`config.mk`:
```
export PLATFORM = sky130hd
export DESIGN_NAME = calc_sequencer
export DESIGN_NICKNAME = d
export VERILOG_FILES = /design/src/rtl/calc_sequencer.sv
export SDC_FILE = /design/constraint.sdc
export NUM_CORES = 1
export LEC_CHECK = 0
export BUFFER_PORTS_ARGS = -buffer_cell sky130_fd_sc_hd__clkbuf_2
export CORE_MARGIN = 2
export CORE_UTILIZATION = 50
export CTS_CLUSTER_DIAMETER = 40
export DETAILED_ROUTE_END_ITERATION = 16
export PLACE_DENSITY_LB_ADDON = 0.2
export SLEW_MARGIN = 20
export SYNTH_ARGS = -nofsm -noshare
export SYNTH_HDL_FRONTEND = slang
export SYNTH_SLANG_ARGS = --single-unit
```
`constraint.sdc`:
```
create_clock -name clk -period 2.2 [get_ports clk]
set_input_delay 0.44 -clock clk [delete_from_list [all_inputs] [get_ports clk]]
set_output_delay 0.44 -clock clk [all_outputs]
set_load 0.03 [all_outputs]
```
`src/rtl/calc_sequencer.sv`:
```
// calc_sequencer: operand/operation entry FSM that latches an arithmetic unit's result for display.
// Optional macro DIV_ZERO_CHECK_EN flags divide-by-zero on errorLed and shows 8'hFF.
module calc_sequencer (
  input  logic       clk,
  input  logic       resetN,
  input  logic       enter,
  input  logic       clear,
  input  logic [3:0] sw,
  input  logic [7:0] result,
  input  logic       resultOverflow,
  output logic [3:0] x,
  output logic [3:0] y,
  output logic [3:0] ynot,
  output logic [7:0] z,
  output logic [1:0] operation,
  output logic [7:0] displayValue,
  output logic       overflowLed,
  output logic       errorLed,
  output logic [2:0] stateCode,
  output logic       done
);
  typedef enum logic [2:0] {
    WAIT_X  = 3'd0,
    WAIT_Y  = 3'd1,
    WAIT_OP = 3'd2,
    EXEC    = 3'd3,
    SHOW    = 3'd4
  } state_t;
  state_t     state_q, state_d;
  logic [3:0] x_q, x_d, y_q, y_d, ynot_q, ynot_d;
  logic [1:0] op_q, op_d;
  logic [7:0] disp_q, disp_d;
  logic       ovf_q, ovf_d, err_q, err_d, done_q, done_d;
  logic       enter_q, armed_q, press;
  // armed_q masks the first edge after reset so a button held through release is not a press
  assign press = enter && !enter_q && armed_q;
  always_comb begin
    state_d = state_q;
    x_d     = x_q;
    y_d     = y_q;
    ynot_d  = ynot_q;
    op_d    = op_q;
    disp_d  = disp_q;
    ovf_d   = ovf_q;
    err_d   = err_q;
    done_d  = 1'b0;
    if (clear) state_d = WAIT_X;
    else begin
      case (state_q)
        WAIT_X:  if (press) begin x_d = sw; state_d = WAIT_Y; end
        WAIT_Y:  if (press) begin y_d = sw; ynot_d = ~sw + 4'd1; state_d = WAIT_OP; end
        WAIT_OP: if (press) begin op_d = sw[1:0]; state_d = EXEC; end
        EXEC: begin
          state_d = SHOW;
          done_d  = 1'b1;
          disp_d  = result;
          ovf_d   = !op_q[1] && resultOverflow;
          err_d   = 1'b0;
`ifdef DIV_ZERO_CHECK_EN
          if (op_q == 2'b11 && y_q == 4'd0) begin
            disp_d = 8'hFF;
            ovf_d  = 1'b0;
            err_d  = 1'b1;
          end
`endif
        end
        SHOW:    if (press) state_d = WAIT_X;
        default: state_d = WAIT_X;
      endcase
    end
  end
  always_ff @(posedge clk or negedge resetN) begin
    if (!resetN) begin
      state_q <= WAIT_X;
      x_q     <= '0;
      y_q     <= '0;
      ynot_q  <= '0;
      op_q    <= '0;
      disp_q  <= '0;
      ovf_q   <= 1'b0;
      err_q   <= 1'b0;
      done_q  <= 1'b0;
      enter_q <= 1'b0;
      armed_q <= 1'b0;
    end else begin
      state_q <= state_d;
      x_q     <= x_d;
      y_q     <= y_d;
      ynot_q  <= ynot_d;
      op_q    <= op_d;
      disp_q  <= disp_d;
      ovf_q   <= ovf_d;
      err_q   <= err_d;
      done_q  <= done_d;
      enter_q <= enter;
      armed_q <= 1'b1;
    end
  end
  assign x            = x_q;
  assign y            = y_q;
  assign ynot         = ynot_q;
  assign z            = {x_q, y_q};
  assign operation    = op_q;
  assign displayValue = disp_q;
  assign overflowLed  = ovf_q;
  assign errorLed     = err_q;
  assign stateCode    = state_q;
  assign done         = done_q;
endmodule

```
==> impl_metrics.toml <==
[setup_path]
cpPeakStageDelay_ns = 0.53
crit_path_end_kind = "primary output"
critPathTopFamily = "flip-flops"
crit_slowest_cell = "dfrtp_1"
crit_type = "reg2out"
arrival_ns = 1.10
worst_setup_path_start_kind = "register"
worstPathCellList = "clkbuf_2"
crit_start = "stateCode[0]"
worst-endpoint-required_ns = 1.76
r2r-start = "stateCode[2]"
crit_path_max_fanout = 9
critPathBufInv = 1

[clock_network]
clk_transition_reported_paths_ns = 0.14
clk-insertion-delay-late_ns = 0.31
cts_hold_buf = 0
cts_tree = "built"
post-cts-setup-buffer-count = 0
ctsResizeCount = 0
ctsRootBufferMaster = "clkbuf_4"
cts_buffers = 3
cts_sinks = 28
htree_levels = 1
cts_max_path_buffers = 2

[route]
wirelength_mm = 2.075
dr.pass1.iters = 4
vias = 815
drc = 0
antenna_left = 0
wl_per_cell_microns = 13.22
vias_per_cell = 5.191
drt_iter0_markers = 5

[finish]
fin_nets = 148
final_util = 0.6405
num-fill-cells = 183
drive_above_1_share = 0.6279
instances_no_fill = 157
antenna_cells = 0
area_delta_synth_final_pct = 18.64

[pwr]
comb_power_share = 0.274
p_leak_nw = 0.8206
vdd_ir_drop_max_v = 0.0005323
power_switching_mw = 0.3888
powerDensity_mw_per_mm2 = 785.3
internal-power_mw = 0.7560
power_frac_clock = 0.210
p_sw_frac = 0.3396
p_seq_frac = 0.516

[sta]
period_share = 0.7010
finalSetupTns_ns = 0
fmax_mhz = 648.5
finClkSkew_ns = 0.001734
setup_viol = 0
hold_viol = 0
maxSlewHeadroom = 0.5445
rsz0062_at_grt = "no"
layout_min_cycle_time_ns = 1.542
slew_violations = 0
worst_pin_slew_ns = 0.6833

[synthesis]
syn_inst = 86
yosysTopAreaCellShare = 0.5703
ys_ff_latch = 28
syn_area_sq_mm = 0.001229
avgSynthCellArea_sq_um = 14.29
synth_area_leaders = "dfrtp_1 (57%), mux2_2 (21%), buf_4 (6.1%)"
ys_warn_count = 0
synth_cell_type_count = 21
yosysSeqAreaShare = 0.5703
yosys.area.top_type = "dfrtp_1"
syn-num-nets = 104

[floorplan]
die_x_microns = 53.57
die_h_microns = 53.57
core_sq_mm = 0.002276
rows = 17
ios = 53
die-area_sq_mm = 0.002870
start_util = 0.5399

[grt]
grt_pass1_wl_mm = 3.463
grt_max_degree = 29
antenna_found_initial = 0
track_usage = 0.1720
grt_pass1_vias = 775
grt_overflow = 0

[placement]
gp_congestion = 0.6759
portBuffers = 51
dp_hpwl_mm = 1.635
dp.cells = 153

[min_path]
hold_class = "in2async"

[run]
maxCapViolCount = 0

[run_status]
status = "complete, no violations"
sequential cells by signal, summed over array words and instances, names as in the netlist:
name / count
displayValue: 8
x: 4
y: 4
stateCode: 3
ynot: 3
operation: 2
armed_q: 1
done: 1
enter_q: 1
overflowLed: 1
area by class of cell:
cell class,count,area (sq um),area share
Clock buffer,4,36.28,0.02489
Timing Repair Buffer,51,255.2,0.1751
Tap cell,28,35.03,0.02403
Inverter,2,7.507,0.005150
Sequential cell,28,700.7,0.4807
Multi-Input combinational cell,44,422.9,0.2901
cell usage after synthesis:
master / n
nand3_1: 1
nor2_1: 1
conb_1: 2
a21oi_1: 1
nand4b_4: 1
ha_1: 1
nand3b_1: 3
and3_4: 1
nand2b_1: 1
nand2_1: 1
nor3_1: 2
nor2b_1: 1
nor2_4: 1
buf_4: 10
xnor2_1: 2
and3b_1: 1
nand4b_1: 1
inv_1: 2
mux2_2: 23
dfrtp_1: 28
buf_6: 2
stage by stage:
| stage | hold slack (ns) | total power, mW | cell area (sq um) | setup WS, ns |
|---|---|---|---|---|
| 2_1_floorplan | 0.1444 | 0.8498 | 1229 | 0.7245 |
| 3_3_place_gp | 0.4885 | 0.9106 | 1421 | 0.6963 |
| 3_5_place_dp | 0.4919 | 0.9195 | 1421 | 0.6632 |
| 4_1_cts | 0.1508 | 1.158 | 1458 | 0.6460 |
| 5_1_grt | 0.1760 | 1.207 | 1458 | 0.5701 |
| 6_report | 0.1347 | 1.145 | 1458 | 0.6579 |
cells in the final DEF, fill, tap and decap left out, drive strengths merged:
cell type / synthesis / final
clkbuf: 0 / 55
dfrtp: 28 / 28
mux2: 23 / 23
nand3b: 3 / 3
inv: 2 / 2
nor3: 2 / 2
xnor2: 2 / 2
conb: 2 / 2
nor2: 2 / 2
nand4b: 2 / 2
and3: 1 / 1
nor2b: 1 / 1
and3b: 1 / 1
nand3: 1 / 1
nand2: 1 / 1
nand2b: 1 / 1
a21oi: 1 / 1
ha: 1 / 1
power groups by stage:
stage / clock, mW / combinational, mW / sequential (mW)
after CTS: 0.249 / 0.317 / 0.592
after floorplan: 0 / 0.167 / 0.683
after detailed placement: 0 / 0.317 / 0.602
after global routing: 0.272 / 0.336 / 0.599
after global placement: 0 / 0.312 / 0.598
final: 0.240 / 0.314 / 0.591
layer usage:
| metal | part of all wire | global-route usage |
|---|---|---|
| met1 | 0.39 | 0.2106 |
| met2 | 0.53 | 0.2984 |
| met3 | 0.057 | 0.02778 |
| met4 | 0.014 | 0.07692 |
| met5 | 0 | 0 |
worst paths after layout:
kind	end	slack [ns]	cells after the start
setup / recovery	stateCode[0]	0.66	1
hold / removal	displayValue[3]	0.13	1
setup reg to reg	displayValue[7]	0.79	3
hold reg to reg	operation[0]	0.52	1
max in group asynchronous	y[2]	1.63	1
min in group clk	enter_q	0.23	1
logic make-up after synthesis:
kind of cell,Yosys count,synth area share
AOI/OAI and AO/OA,1,0.004069
and+or+nand+nor,15,0.09877
muxes,23,0.2108
buffers and inverters,14,0.08554
adders and majority gates,1,0.01018
DFF,28,0.5703
xor gates and xnor gates,2,0.01426
other,2,0.006112
Power figures use the tool's default switching activity.
